==> config.mk <==
export PLATFORM = sky130hd
export DESIGN_NAME = pudp_frame_encoder
export DESIGN_NICKNAME = d
export VERILOG_FILES = /design/src/rtl/pudp_frame_encoder_pkg.sv /design/src/rtl/pudp_frame_encoder_csum_acc.sv /design/src/rtl/pudp_frame_encoder.sv
export SDC_FILE = /design/constraint.sdc
export NUM_CORES = 1
export LEC_CHECK = 0
export BUFFER_PORTS_ARGS = -buffer_cell sky130_fd_sc_hd__buf_2
export CAP_MARGIN = 10
export CORE_ASPECT_RATIO = 0.75
export CORE_MARGIN = 1
export CORE_UTILIZATION = 28
export CTS_CLUSTER_SIZE = 28
export DETAILED_ROUTE_END_ITERATION = 8
export SYNTH_ARGS = -nofsm -noshare
export SYNTH_HDL_FRONTEND = slang
export SYNTH_SLANG_ARGS = --single-unit
==> constraint.sdc <==
create_clock -name clki -period 3.4 [get_ports clki]
set_clock_uncertainty 0.05 [all_clocks]
set_input_delay 0.34 -clock clki [delete_from_list [all_inputs] [get_ports clki]]
set_output_delay 0.34 -clock clki [all_outputs]
set_load 0.03 [all_outputs]
==> src/rtl/pudp_frame_encoder_pkg.sv <==
// PUDP frame encoder shared types: FSM states, checksum modes,
// and the type-byte layout.
package pudp_pkg;

   typedef enum logic [2:0] {
      IDLE,
      TYPE,
      SEQ,
      DATA,
      CSUM,
      DROP
   } state_t;

   localparam int CSUM_XOR = 0;
   localparam int CSUM_SUM = 1;

   // Type byte is zero padding above the channel id.
   function automatic logic [7:0] type_byte(
      input logic [7:0]  id,
      input int unsigned id_w
   );
      logic [7:0] mask;
      mask = 8'hFF >> (8 - id_w);
      return id & mask;
   endfunction

endpackage

==> src/rtl/pudp_frame_encoder_csum_acc.sv <==
// 8-bit frame checksum accumulator, XOR or modulo-256 sum.
module pudp_csum_acc
   import pudp_pkg::*;
#(
   parameter int CSUM_MODE = CSUM_XOR
) (
   input  logic       clki,
   input  logic       rsti,
   input  logic       en,
   input  logic       clr,
   input  logic [7:0] din,
   output logic [7:0] csum
);

   always_ff @(posedge clki) begin
      if (rsti || clr) begin
         csum <= '0;
      end else if (en) begin
         if (CSUM_MODE == CSUM_SUM) begin
            csum <= csum + din;
         end else begin
            csum <= csum ^ din;
         end
      end
   end

endmodule

==> src/rtl/pudp_frame_encoder.sv <==
// PUDP frame encoder: type, per-channel sequence, payload, checksum.
// Oversize frames are truncated, marked by an inverted checksum.
module pudp_frame_encoder
   import pudp_pkg::*;
#(
   parameter int ID_W      = 2,
   parameter int CSUM_MODE = 0,
   parameter int MAX_LEN   = 1024,
   parameter int LEN_W     = $clog2(MAX_LEN + 1)
) (
   input  logic            clki,
   input  logic            rsti,
   output logic            s_axis_tready,
   input  logic            s_axis_tvalid,
   input  logic            s_axis_tlast,
   input  logic [7:0]      s_axis_tdata,
   input  logic [ID_W-1:0] s_axis_tid,
   input  logic            m_axis_tready,
   output logic            m_axis_tvalid,
   output logic            m_axis_tlast,
   output logic [7:0]      m_axis_tdata,
   input  logic            seq_clr,
   output logic            frame_done,
   output logic            frame_err
);

   localparam int NUM_CH = 2 ** ID_W;

   state_t          fsm;
   logic [ID_W-1:0] tid_reg;
   logic [7:0]      seq_reg;
   logic [LEN_W-1:0] cnt;
   logic            err;
   logic [7:0]      seq [NUM_CH];

   logic [7:0]      csum;
   logic            m_hs;
   logic            s_hs;
   logic            len_hit;
   logic            acc_en;
   logic            acc_clr;

   assign m_hs    = m_axis_tvalid & m_axis_tready;
   assign s_hs    = s_axis_tvalid & s_axis_tready;
   assign len_hit = (cnt + LEN_W'(1)) == LEN_W'(MAX_LEN);

   assign acc_en  = m_hs & ((fsm == TYPE) |
                            (fsm == SEQ)  |
                            (fsm == DATA));
   assign acc_clr = m_hs & (fsm == CSUM);

   pudp_csum_acc #(
      .CSUM_MODE (CSUM_MODE)
   ) u_acc (
      .clki (clki),
      .rsti (rsti),
      .en   (acc_en),
      .clr  (acc_clr),
      .din  (m_axis_tdata),
      .csum (csum)
   );

   // Header and checksum come from registers; payload passes through.
   always_comb begin
      s_axis_tready = 1'b0;
      m_axis_tvalid = 1'b0;
      m_axis_tdata  = '0;
      m_axis_tlast  = 1'b0;
      unique case (fsm)
         TYPE: begin
            m_axis_tvalid = 1'b1;
            m_axis_tdata  = type_byte(8'(tid_reg), ID_W);
         end
         SEQ: begin
            m_axis_tvalid = 1'b1;
            m_axis_tdata  = seq_reg;
         end
         DATA: begin
            s_axis_tready = m_axis_tready;
            m_axis_tvalid = s_axis_tvalid;
            m_axis_tdata  = s_axis_tdata;
         end
         CSUM: begin
            m_axis_tvalid = 1'b1;
            m_axis_tlast  = 1'b1;
            m_axis_tdata  = err ? ~csum : csum;
         end
         DROP: begin
            s_axis_tready = 1'b1;
         end
         default: ;
      endcase
   end

   always_ff @(posedge clki) begin
      if (rsti) begin
         fsm        <= IDLE;
         tid_reg    <= '0;
         seq_reg    <= '0;
         cnt        <= '0;
         err        <= 1'b0;
         frame_done <= 1'b0;
         frame_err  <= 1'b0;
         for (int i = 0; i < NUM_CH; i++) begin
            seq[i] <= '0;
         end
      end else begin
         frame_done <= 1'b0;
         frame_err  <= 1'b0;
         unique case (fsm)
            IDLE: begin
               if (s_axis_tvalid) begin
                  tid_reg <= s_axis_tid;
                  seq_reg <= seq[s_axis_tid];
                  fsm     <= TYPE;
               end
            end
            TYPE: begin
               if (m_hs) begin
                  fsm <= SEQ;
               end
            end
            SEQ: begin
               if (m_hs) begin
                  fsm <= DATA;
               end
            end
            DATA: begin
               if (m_hs) begin
                  cnt <= cnt + LEN_W'(1);
                  if (s_axis_tlast) begin
                     fsm <= CSUM;
                     err <= 1'b0;
                  end else if (len_hit) begin
                     fsm <= CSUM;
                     err <= 1'b1;
                  end
               end
            end
            CSUM: begin
               if (m_hs) begin
                  frame_done   <= 1'b1;
                  frame_err    <= err;
                  seq[tid_reg] <= seq[tid_reg] + 8'd1;
                  cnt          <= '0;
                  err          <= 1'b0;
                  fsm          <= err ? DROP : IDLE;
               end
            end
            DROP: begin
               if (s_hs && s_axis_tlast) begin
                  fsm <= IDLE;
               end
            end
            default: fsm <= IDLE;
         endcase
         // A clear in the same cycle as an increment wins.
         if (seq_clr) begin
            for (int i = 0; i < NUM_CH; i++) begin
               seq[i] <= '0;
            end
         end
      end
   end

endmodule
### After elaboration in Yosys (flattened, before gate mapping)

Memories as Yosys holds them, arrays and structs flattened. A register that Yosys moved wholly into a read port is not among the register bits.
Cells that the tools add are included.

* register bits: 27
* bits in latches: 0
* memory bits (writable): 32
* bits in read-only memories: 0
* input bits: 16
* output and inout bits: 13
* word-level logic and storage cells: 105
* memories: 1

* add/sub/neg operators: 2
* $mul: 0
* div/mod/pow operators: 0
* order comparisons: 0
* equality and inequality tests: 17
* shifts and indexed selects: 0
* multiplexer cells: 41
* bitwise logic cells: 26
* reductions and logical operators: 11

Memory list
* seq: words 4, bits a word 8, read ports 2, clocked after Yosys merged registers in 2, wr ports 4, RTL line pudp_frame_encoder.sv:34 `logic [7:0] seq [NUM_CH];`

Operator list (count)
* $mux W8: 6
* $pmux W8 S4: 1
* $mux W3: 9
* $mux W11: 2
* $pmux W11 S2: 1
* $pmux W3 S6: 1
* $mux W1: 15
* $and A1 B1 Y1: 12
* $ne A2 B2 Y1 const B: 6
* $add A11 B1 Y11 const B: 1
* $eq A11 B11 Y1 const B: 1
* $add A8 B1 Y8 const B: 1
* $eq A2 B2 Y1 const B: 4
* $not A8 Y8: 1
* $reduce_or A8 Y1: 1
* $xor A8 B8 Y8: 1
* $reduce_and A7 Y1: 1
* $eq A3 B2 Y1 const B: 2
* $eq A3 B3 Y1 const B: 2
* $mux W2: 3
* $not A1 Y1: 6
* $or A1 B1 Y1: 6
* $pmux W1 S2: 3
* $reduce_or A3 Y1: 2
* other kinds (9): 9

### Longest topological paths before layout

* depth after elaboration: 14
* depth in mapped cells: 8
* gate-level depth less buffers: 6

### Modules after synthesis

Synthesis repeated with hierarchy kept, for this count alone.

* cell total of the unflattened synthesis: 378
* area, all modules: 3702.3 um2

Modules (own cells, without submodules)
* pudp_frame_encoder: instances 1, cells an instance 342, area an instance 3316.9 um2, seq. area each 1541.5 um2
* pudp_csum_acc: instances 1, cells an instance 36, area an instance 385.4 um2, seq. area each 160.2 um2

### Worst setup path before layout

OpenSTA, ideal clock, no wires.

* path kind: register to register
* start: register fsm[1]
* end: memory seq[0][0] (enable)
* setup time: 0.329 ns
* data arrival time: 1.696 ns
* required time: 3.021 ns
* slack: 1.325 ns
* stages on the path, launching flop included: 9
* path buffers: 3
* period minus slack after synthesis: 2.075 ns
* path through: dfxtp_1 > buf_6 > or3b_1 > buf_2 > clkinv_4 > nand3_4 > or3_1 > buf_6 > nand2_1

RTL lines
* from (decl): RTL line pudp_frame_encoder.sv:29 `state_t fsm;`
* from (signal assigned): RTL line pudp_frame_encoder.sv:147 `fsm <= err ? DROP : IDLE;`
* to (decl): RTL line pudp_frame_encoder.sv:34

==> metrics.md <==
| Metric | Value |
|---|---|
| IO buf count | 28 |
| Post-synth top area share | 0.259 |
| Max Slew Vio Count | 0 |
| CTS buffer count | 9 |
| FF+latch count, synth | about 70 |
| MaxCap Viol Count | 0 |
| Synth cell count leaders | nor2_1, nand2_1, dfxtp_1, edfxtp_1, a21oi_1 |
| FF-to-FF Start | fsm[2]$_SDFFE_PP0P_ |
| Row Count | 36 |
| DR DRC count | 0 |
| Yosys warns | 0 |
| Global placer's final weighted congestion | 0.871 |
| Final setup vio count | 0 |
| TritonCTS clock tree | done |
| Root Buffer | clkbuf_16 |
| Mapped Area | ~3700 µm² |
| 1st-pass router iterations | 4 |
| Grt ovf | 0 |
| Post_cts resized | 0 |
| Die area | ~14000 µm² |
| Sequential area share after synthesis | 0.459 |
| Post-CTS setup buffers | 0 |
| Total chip power | roughly 0.0028 W |
| Fill cells | 1325 |
| Synth Flop Type | dfxtp_1 |
| Die Wd | between 100 and 150 µm |
| CTS H-tree depth | 3 |
| Tot GR Track Use | 0.137 |
| P_leak | approximately 1.5 nW |
| R2R setup slack | 0.81 ns |
| Pre-CTS setup slack | about 0.84 ns |
| Final min period | roughly 2.6 ns |
| # IOs | 29 |
| Detailed Route Iter0 Violations | just under 200 |
| CP Max Fanout | 15 |
| Vias per cell | just over 5 |
| Clock tree sinks | 69 |
| Clk Latency, worst-skew pair | around 0.34 ns |
| Routed WL | ~8800 µm |
| Final Hold Viols | 0 |
| Post-DP HPWL | around 6400 µm |
| Die height | around 100 µm |
| Core area | about 13000 µm² |
| Vias in the first global route | around 2700 |
| Ratio of cells with drive above 1 in the final layout | 0.212 |
| Max reg flops | 40 |
| Worst IR Drop VDD | between 0.2 and 0.3 mV |
| Reg-to-reg endpoint | seq[3][7]$_SDFFCE_PN0P_ |
| Worst Hold Class | in2reg |
| Cell count after synthesis | around 360 |
| Crit path DAT | between 2 and 3 ns |
| EDFF count, synth | 32 |
| Antenna violations before repair | 0 |
| Critical path launch point | fsm[2]$_SDFFE_PP0P_ |
| Worst-path clk slew | approximately 0.060 ns |
| Worst setup margin | approximately 0.81 ns |
| Largest net degree at the start of global routing | 30 |
| First-pass GRT wire length | around 14000 µm |
| Maximum clock rate | 385 MHz |
| Unrepaired setup endpoints after global routing | no |
| Worst-margin pin slew | between 0.6 and 0.7 ns |
| Crit path to | seq[3][7]$_SDFFCE_PN0P_ |
| Syn_nets | about 380 |
| Worst setup EP type | register |
| Count leader, synth | nor2_1 |
| Final hold slack | ~0.31 ns |
| Status | finished clean |
| Initial core utilization | 0.286 |
| Drt wl/cell | 15.7 µm |
| Critical Path RT | 3.35 ns |
| Area growth, synth to finish | 15.9% |
| Antenna cells | 0 |
| Via count | 2845 |
| Asr flop ratio synth | 0 |
| Syn avg cell area | ~10 µm² |
| Worst r2r path cells | 6 |
| Final ANT Viol Nets | 0 |
| Critical Path Start Type | register |
| Nets@finish | 404 |
| Maximum buffer depth of the clock tree | 2 |
| Max-slew headroom | 0.556 |
| Pwr dens | 648 nW/µm² |
| Fin crit share | 0.763 |
| Setup TNS | 0 ns |
| Cell variety after synth | 54 |
| Cts hold-fix bufs | 0 |
| Synth top area cells | edfxtp_1, dfxtp_1, mux4_2, nor2_1, nand2_1 |
| Critical path class | reg2reg |
| Area leader, netlist | edfxtp_1 |
-- worst max-delay path, cell delays in order (launching register included) --
cell      delay, ns
dfxtp_1        0.63
or3b_1         0.47
clkinv_4       0.14
nand3_4        0.09
inv_1          0.08
nand3_1        0.33
nand2_1        0.46
-- layer usage --
metal  GRT usage  wire [µm]  vias to the layer above
met5           0          0                        -
met4      0.0683        198                        0
met3      0.0430        588                       16
met2       0.195       3840                       92
met1       0.188       4180                     1380
li1            -          -                     1357
-- power by group --
group	total (W)	switching, W	internal, W
combinational	0.000732	0.000464	0.000268
sequential	0.00103	0.0000988	0.000928
clock	0.00103	0.000366	0.000663
total	0.00279	0.000929	0.00186
-- stage by stage --
step / area (µm²) / std cells / util
floorplan: 3710 / 364 / -
global placement: 3980 / 546 / 0.307
detailed placement: 3980 / 546 / 0.307
CTS: 4300 / 562 / 0.332
global route: 4300 / 562 / 0.332
finish: 4300 / 562 / 0.332
-- layout by cell type, fill, tap and decap left out, drive strengths merged, types with 4 or more instances in the layout --
cell type,n
nor2,60
nand2,40
dfxtp,37
edfxtp,32
buf,31
a21oi,22
o21ai,16
mux4,16
xor2,14
nand3,12
clkbuf,11
mux2i,9
xnor2,7
nor2b,6
inv,6
o22ai,6
nor3,6
nand2b,5
a311oi,5
and2,5
or3,4
nand4,4
-- area by class of cell --
cell class,count,area [µm²],area share
clock buffers,11,243,0.0564
clock inverters,5,83.8,0.0195
inverters,7,31.3,0.00727
multi-input cells,268,1870,0.434
flip-flops and latches,69,1700,0.395
well taps,171,214,0.0497
repair buffers,31,163,0.0378
-- kinds of logic after synthesis --
group | Yosys count | synth area share
AOI/OAI and AO/OA | 61 | 0.0998
xor gates and xnor gates | 21 | 0.0536
adders and majority gates | 2 | 0.00674
buffers and inverters | 27 | 0.0384
DFF | 69 | 0.459
muxes | 28 | 0.130
and+or+nand+nor | 156 | 0.212
-- how the worst min path moves through the flow --
stage                                  startpoint                       to  slack, ns  cells after the start
after floorplan           seq_reg[1]$_SDFFE_PP0P_  seq_reg[1]$_SDFFE_PP0P_       0.39                      2
after global placement    seq_reg[0]$_SDFFE_PP0P_  seq_reg[0]$_SDFFE_PP0P_       0.40                      2
after detailed placement  seq_reg[7]$_SDFFE_PP0P_  seq_reg[7]$_SDFFE_PP0P_       0.40                      2
after CTS                           m_axis_tready       frame_done$_DFF_P_       0.31                      3
after global routing                s_axis_tid[1]                 register       0.34                      3
final                               m_axis_tready       frame_done$_DFF_P_       0.31                      3
Note: power is estimated with default switching activity, not from simulation.
